[src/rtl/fetch_pc_reg_if.sv]
// Instruction-memory read handshake and decode handoff between the fetch sequencer and its neighbours.
// master = fetch sequencer side, slave = memory/decode side.
interface fetch_pc_reg_if;
    logic        imem_req;
    logic [31:0] imem_addr;
    logic        imem_ack;
    logic [31:0] imem_rdata;
    logic [31:0] instr;
    logic        instr_valid;
    logic        instr_ready;

    modport master (
        output imem_req, imem_addr, instr, instr_valid,
        input  imem_ack, imem_rdata, instr_ready
    );

    modport slave (
        input  imem_req, imem_addr, instr, instr_valid,
        output imem_ack, imem_rdata, instr_ready
    );
endinterface

[src/rtl/fetch_pc_reg.sv]
// Program-counter register and single-outstanding instruction-fetch sequencer.
// state | meaning
// IDLE  | leaving reset, fetch begins on next edge
// FETCH | imem_req held with imem_addr=old_PC until imem_ack
// ISSUE | instr_valid held until decode asserts instr_ready
// EXEC  | waiting for commit pulse pc_load carrying the next PC
// FAULT | misaligned PC committed; terminal until reset
module fetch_pc_reg #(
    parameter logic [31:0] RESET_PC = 32'h0000_0000
) (
    input  logic          clk,
    input  logic          reset_n,
    input  logic [31:0]   new_PC,
    input  logic          pc_load,
    output logic [31:0]   old_PC,
    output logic          fault,
    output logic [31:0]   instr_count,
    fetch_pc_reg_if.master bus
);

    typedef enum logic [2:0] {
        S_IDLE  = 3'd0,
        S_FETCH = 3'd1,
        S_ISSUE = 3'd2,
        S_EXEC  = 3'd3,
        S_FAULT = 3'd4
    } state_t;

    state_t      state_q, state_d;
    logic [31:0] pc_q, pc_d;
    logic [31:0] instr_q, instr_d;
    logic [31:0] instr_count_q, instr_count_d;
    logic        fault_q, fault_d;
    logic        load_ok, load_bad;

    assign load_ok  = (state_q == S_EXEC) && pc_load && (new_PC[1:0] == 2'b00);
    assign load_bad = (state_q == S_EXEC) && pc_load && (new_PC[1:0] != 2'b00);

    always_ff @(posedge clk or negedge reset_n) begin
        if (!reset_n) begin
            state_q       <= S_IDLE;
            pc_q          <= RESET_PC;
            instr_q       <= 32'h0;
            instr_count_q <= 32'h0;
            fault_q       <= 1'b0;
        end else begin
            state_q       <= state_d;
            pc_q          <= pc_d;
            instr_q       <= instr_d;
            instr_count_q <= instr_count_d;
            fault_q       <= fault_d;
        end
    end

    always_comb begin
        state_d = state_q;
        case (state_q)
            S_IDLE:  state_d = S_FETCH;
            S_FETCH: if (bus.imem_ack)    state_d = S_ISSUE;
            S_ISSUE: if (bus.instr_ready) state_d = S_EXEC;
            S_EXEC: begin
                if (load_ok)       state_d = S_FETCH;
                else if (load_bad) state_d = S_FAULT;
            end
            S_FAULT: state_d = S_FAULT;
            default: state_d = S_IDLE;
        endcase
    end

    always_comb begin
        pc_d          = load_ok ? new_PC : pc_q;
        instr_d       = instr_q;
        instr_count_d = instr_count_q;
        fault_d       = fault_q | load_bad;
        if (state_q == S_FETCH && bus.imem_ack)
            instr_d = bus.imem_rdata;
        if (state_q == S_ISSUE && bus.instr_ready)
            instr_count_d = instr_count_q + 32'd1;
    end

    // Handshake outputs come from state alone so no input reaches them combinationally.
    always_comb begin
        bus.imem_req    = (state_q == S_FETCH);
        bus.instr_valid = (state_q == S_ISSUE);
    end

    assign bus.imem_addr = pc_q;
    assign bus.instr     = instr_q;
    assign old_PC        = pc_q;
    assign fault         = fault_q;
    assign instr_count   = instr_count_q;

endmodule

[src/flat_wrapper.sv]
// flat-port wrapper written by rule: the top's interface ports become plain ports
module fetch_pc_reg_flat 
#(
    parameter logic [31:0] RESET_PC = 32'h0000_0000
)
  (clk, reset_n, new_PC, pc_load, old_PC, fault, instr_count, bus_imem_req, bus_imem_addr, bus_instr, bus_instr_valid, bus_imem_ack, bus_imem_rdata, bus_instr_ready);
  fetch_pc_reg_if bus_i ();
  input  logic clk;
  input  logic reset_n;
  input  logic [31:0] new_PC;
  input  logic pc_load;
  output logic [31:0] old_PC;
  output logic fault;
  output logic [31:0] instr_count;
  output wire logic [$bits(bus_i.imem_req)-1:0] bus_imem_req;
  output wire logic [$bits(bus_i.imem_addr)-1:0] bus_imem_addr;
  output wire logic [$bits(bus_i.instr)-1:0] bus_instr;
  output wire logic [$bits(bus_i.instr_valid)-1:0] bus_instr_valid;
  input wire logic [$bits(bus_i.imem_ack)-1:0] bus_imem_ack;
  input wire logic [$bits(bus_i.imem_rdata)-1:0] bus_imem_rdata;
  input wire logic [$bits(bus_i.instr_ready)-1:0] bus_instr_ready;
  assign bus_imem_req = bus_i.imem_req;
  assign bus_imem_addr = bus_i.imem_addr;
  assign bus_instr = bus_i.instr;
  assign bus_instr_valid = bus_i.instr_valid;
  assign bus_i.imem_ack = bus_imem_ack;
  assign bus_i.imem_rdata = bus_imem_rdata;
  assign bus_i.instr_ready = bus_instr_ready;
  fetch_pc_reg #(.RESET_PC(RESET_PC)) u_core (.clk(clk), .reset_n(reset_n), .new_PC(new_PC), .pc_load(pc_load), .old_PC(old_PC), .fault(fault), .instr_count(instr_count), .bus(bus_i));
endmodule
[config.mk]
export PLATFORM = sky130hd
export DESIGN_NAME = fetch_pc_reg_flat
export DESIGN_NICKNAME = d
export VERILOG_FILES = /design/src/rtl/fetch_pc_reg_if.sv /design/src/rtl/fetch_pc_reg.sv /design/src/flat_wrapper.sv
export SDC_FILE = /design/constraint.sdc
export NUM_CORES = 1
export LEC_CHECK = 0
export BUFFER_PORTS_ARGS = -buffer_cell sky130_fd_sc_hd__buf_2
export CAP_MARGIN = 5
export CORE_UTILIZATION = 42
export DETAILED_ROUTE_END_ITERATION = 10
export PLACE_DENSITY = 0.77
export SYNTH_ARGS = -nofsm -noshare
export SYNTH_HDL_FRONTEND = slang
export SYNTH_SLANG_ARGS = --single-unit
[constraint.sdc]
create_clock -name clk -period 1.6 [get_ports clk]
set_input_delay 0.08 -clock clk [delete_from_list [all_inputs] [get_ports clk]]
set_output_delay 0.08 -clock clk [all_outputs]
set_load 0.05 [all_outputs]
After elaboration in Yosys (flattened, before gate mapping):

Index checks and enable logic that the tools add are counted.
Widths: inputs -> output; s select.

* word-level logic and storage cells: 28
* register bits after elaboration: 100
* input port bits: 69
* output and inout port bits: 131

* eq/ne operators: 7
* reductions and logical operators: 9
* add/sub/neg operators: 1
* muxes and demuxes: 5
* bitwise logic cells: 1

Operators by type and width (count)
* $add 32x1->32 const B: 1
* $pmux 3 s5: 1
* $mux 3: 4
* $eq 3x2->1 const B: 2
* $logic_and 1x1->1: 5
* $ne 2x1->1 const B: 2
* $eq 3x1->1 const B: 1
* $eq 3x3->1 const B: 1
* $logic_not 3->1: 1
* $ne 3x1->1 const B: 1
* $reduce_and 3->1: 1
* $logic_not 2->1: 1
* $reduce_bool 2->1: 1
* $or 1x1->1: 1

Depth between registers and ports, before layout:

* depth in word-level cells: 6
* mapped depth: 6
* depth with buffers taken out: 5

Least setup slack after synthesis:

No wires, ideal clock.

* kind: reg-to-reg
* start: register u_core.state_q[0]
* end: register u_core.instr_count_q[2] (netlist: u_core.instr_count[2])
* data required time: 1.457 ns
* path buffers: 0
* arrival: 2.071 ns
* path slack: -0.614 ns
* period minus slack after synthesis: 2.214 ns
* setup time: 0.143 ns
* cell stages (with the launch flop): 4
* path through: dfrtp_1 nor3b_1 nand3_1 xnor2_1

* cells in the longest elaborated chain, start to end: 2

RTL lines
* from (decl): line fetch_pc_reg.sv:29 `state_t state_q, state_d;`
* from (signal assigned): line fetch_pc_reg.sv:47 `state_q <= state_d;`
* $eq 3x2->1
* via bus_instr_valid: line flat_wrapper.sv:18 `output wire logic [$bits(bus_i.instr_valid)-1:0] bus_instr_valid;`
* $logic_and 1x1->1: line fetch_pc_reg.sv:77 `if (state_q == S_ISSUE && bus.instr_ready)`
* to (signal assigned): line fetch_pc_reg.sv:50 `instr_count_q <= instr_count_d;`
* to (decl): line fetch_pc_reg.sv:32 `logic [31:0] instr_count_q, instr_count_d;`

The timed path passes the listed nets, and every way through them passes these cells.
A chain may end at the register's enable or synchronous reset.

Worst setup path after layout:

* start: register u_core.instr_count_q[16] (netlist: u_core.instr_count[16])
* end: register u_core.instr_count_q[24] (netlist: u_core.instr_count[24])

* cells in the longest elaborated chain, start to end: 1

RTL lines
* $add 32x1->32: line fetch_pc_reg.sv:78 `instr_count_d = instr_count_q + 32'd1;`

No other way between the ends.

==> reports/results.txt <==
crit path time final = 1619 ps
DP HPWL = 7.226 mm
Inserted Clock Buffers = 9
fin crit share = 101.2%
Residual DRC = 0
count of input and output buffers = 199
H-tree levels = 3
Synth Warn # = 0
Synth top area share = 58.31%
cells after synthesis = 316
unrepaired setup endpoints after global routing = true
Synth area leader = dfrtp_1
area post-placement = 5515 µm²
post-synthesis sequential area ratio = 58.31%
Max-cap violations = 0
NumNets Final = 655
Leak Pwr = 3.308 nW
largest stage delay on the critical path = 400 ps
CP required = 1840 ps
Worst R2R End = u_core.instr_count[24]
Area contributors post-synth = dfrtp_1, mux2_2, buf_4, xnor2_1, xor2_1
critical-path maximum fanout = 5
Detailed Routing Iterations Pass 1 = 4
Max Fclk = 617.6 MHz
Mapped Nets = 386
Top delay family on crit path = simple AND/OR/NAND/NOR gates
Global Route Usage Sum = 20.71%
final WL = 11.69 mm
Starting DRT DRC Count = 53
Hold Path End = u_core.state_q[1]
WS Path Type = flip-flop to flip-flop
Die H = 103.1 µm
Hold Crit Start = pc_load
failing checks = negative setup slack
row count = 36
initial antenna violation count = 0
largest net degree at the start of global routing = 47
fillers = 755
Core Area = 9819 µm²
cell area after layout = 6600 µm²
Hold Path Stages = 4
Synth Cell Area = 4292 µm²
final hold violation count = 0
first-pass GRT wire length = 16.33 mm
status = complete, but fails checks
Ports = 200
Slew headroom = 74.10%
element type at the critical path start = flip-flop
setup total negative slack = -162.8 ps
Worst Path Arrival = 1860 ps
starting density of the core = 43.71%
Vias/cell = 4.790
critical-path cell list = nand4_1, nor4bb_4, buf_4, nand4_1, xnor2_1
Buf+Inv Stages, Crit Path = 1
Clock Skew = 9.882 ps
fin. max-slew vios = 0
reg2reg path depth = 5
Critical Path End Type = flip-flop
HP Class = input port to flip-flop
Post-synth EDFFs = 0
Critical-path top delay cell = nor4bb_4
antenna diode count = 0
Place WS = -13.15 ps
syn avg cell area = 13.58 µm²
Die ar. = 10630 µm²
final setup slack of the worst path = -19.14 ps
pwr dens = 2037 nW/µm²
#FFs+latches synth = 100
CP startpoint = u_core.instr_count[16]
Max Buffers Root-to-Sink = 2
FFs w/ async S/R, synth = 100.0%
Clock Tree Root = clkbuf_8
worst r2r src = u_core.instr_count[16]
via count = 3463
maximum VDD drop = 0.001240 V
Clock Sink Count = 100
number of global-route vias before repair = 3443
top post-synthesis cells by count = dfrtp_1, mux2_2, buf_4
grt total ovfl = 0
clk slew on worst S/H paths = 90 ps
CTS tree = yes
ANT nets after route = 0
top-count cell post-synth = dfrtp_1
DR WL/cell = 16.17 µm
routability cong. = 0.8014
R2R Setup Slk = -20 ps
main flop type after synthesis = dfrtp_1
most frequent CP cell = nand4_1
Final Setup Violations = 14
slew of the pin with the lowest slew margin = 387.1 ps
Area growth syn-to-layout = 53.79%
Yosys cell types = 32
Tot Pwr = 0.01345 W
Die W = 103.1 µm
insertion delay to the later sink of the worst-skew pair = 360 ps
share of cells above drive strength 1 = 60.51%
worst reg2reg max path, delay by kind of cell, from the launching register on:
kind          cells  cell delay [ps]
simple gates      3              750
flops             1              390
buf+inv           1              200
xor+xnor          1              150
cell usage in the layout, fill, tap and decap left out, types with 3 or more instances in the layout:
cell	synthesis	routed
and3_1	4	4
buf_2	7	197
nand3_1	13	11
and4_1	4	4
buf_6	1	3
dlygate4sd3_1	0	64
or3_4	1	3
dfrtp_1	100	77
nor2_1	8	7
inv_1	6	6
mux2_4	0	30
dfrtp_2	0	23
buf_4	32	30
nor3_2	3	7
nor4_4	3	4
xnor2_1	22	22
clkbuf_8	0	9
nand4_1	7	7
nand2_1	9	8
xor2_1	9	9
buf_12	0	3
clkbuf_1	1	5
mux2_2	63	33
metrics by stage:
| step | util [%] | cells | hold slack (ps) |
|---|---|---|---|
| 2_1_floorplan | - | 316 | -215.6 |
| 3_3_place_gp | 56.17 | 630 | 13.31 |
| 3_5_place_dp | 56.17 | 630 | 11.27 |
| 4_1_cts | 64.60 | 710 | 38.83 |
| 5_1_grt | 67.21 | 723 | 61.03 |
| 6_report | 67.21 | 723 | 66.92 |
state kept, by name, indices dropped and copies added, names as in the netlist:
name                  flops
u_core.state_q            3
u_core.bus.imem_addr     32
u_core.fault              1
u_core.bus.instr         32
u_core.instr_count       32
how the worst max path moves through the flow:
stage | slack [ps] | to | depth (start not counted)
floorplan | -60 | u_core.instr_count[24] | 5
detailed placement | -10 | u_core.bus.imem_addr[24] | 5
global route | -90 | u_core.instr_count[21] | 5
CTS | -20 | u_core.instr_count[13] | 5
finish | -20 | u_core.instr_count[24] | 5
global placement | 50 | u_core.instr_count[21] | 5
logic make-up after synthesis:
group                    synth area share, %
flip-flops                             58.31
AND/OR/NAND/NOR                        10.55
AO/OA/AOI/OAI                         0.6997
multiplexers                           16.53
XOR/XNOR                               6.327
buffers and inverters                  7.288
adder cells (fa/ha/maj)               0.2915
cell type report:
| cell class | instances | area, µm² | share of cell area (%) |
|---|---|---|---|
| repair buffers | 299 | 1986 | 30.09 |
| clock inverters | 2 | 35.03 | 0.5308 |
| inverters | 6 | 22.52 | 0.3412 |
| clock buffers | 14 | 142.6 | 2.161 |
| well taps | 133 | 166.4 | 2.521 |
| flip-flops and latches | 100 | 2531 | 38.35 |
| multi-input cells | 169 | 1717 | 26.01 |
report_power, final:
part	total [W]	internal (W)	leakage (nW)	switching (W)
clock	0.00152	0.000726	0.0887	0.000796
combinational	0.00789	0.00226	2.01	0.00563
sequential	0.00403	0.00341	1.21	0.000629
total	0.0134	0.00639	3.31	0.00705
repair_timing:
item | CTS | global route
hold endpoints to repair | 158 | 0
resized for setup | 2 | 35
endpoints found under the setup margin | 32 | 48
buffers inserted | 0 | 10
hold buffers | 64 | 0
gates cloned | 0 | 3
pin swaps | 0 | 3
metal layers:
| metal | wire length [µm] | global-route usage (%) | vias to the layer above |
|---|---|---|---|
| met5 | 0 | 0 | - |
| met4 | 284 | 10.40 | 0 |
| met3 | 484 | 3.119 | 23 |
| met2 | 6504 | 40.97 | 136 |
| met1 | 4419 | 20.83 | 1710 |
| li1 | - | - | 1594 |
Note: power is estimated with default switching activity, not from simulation.
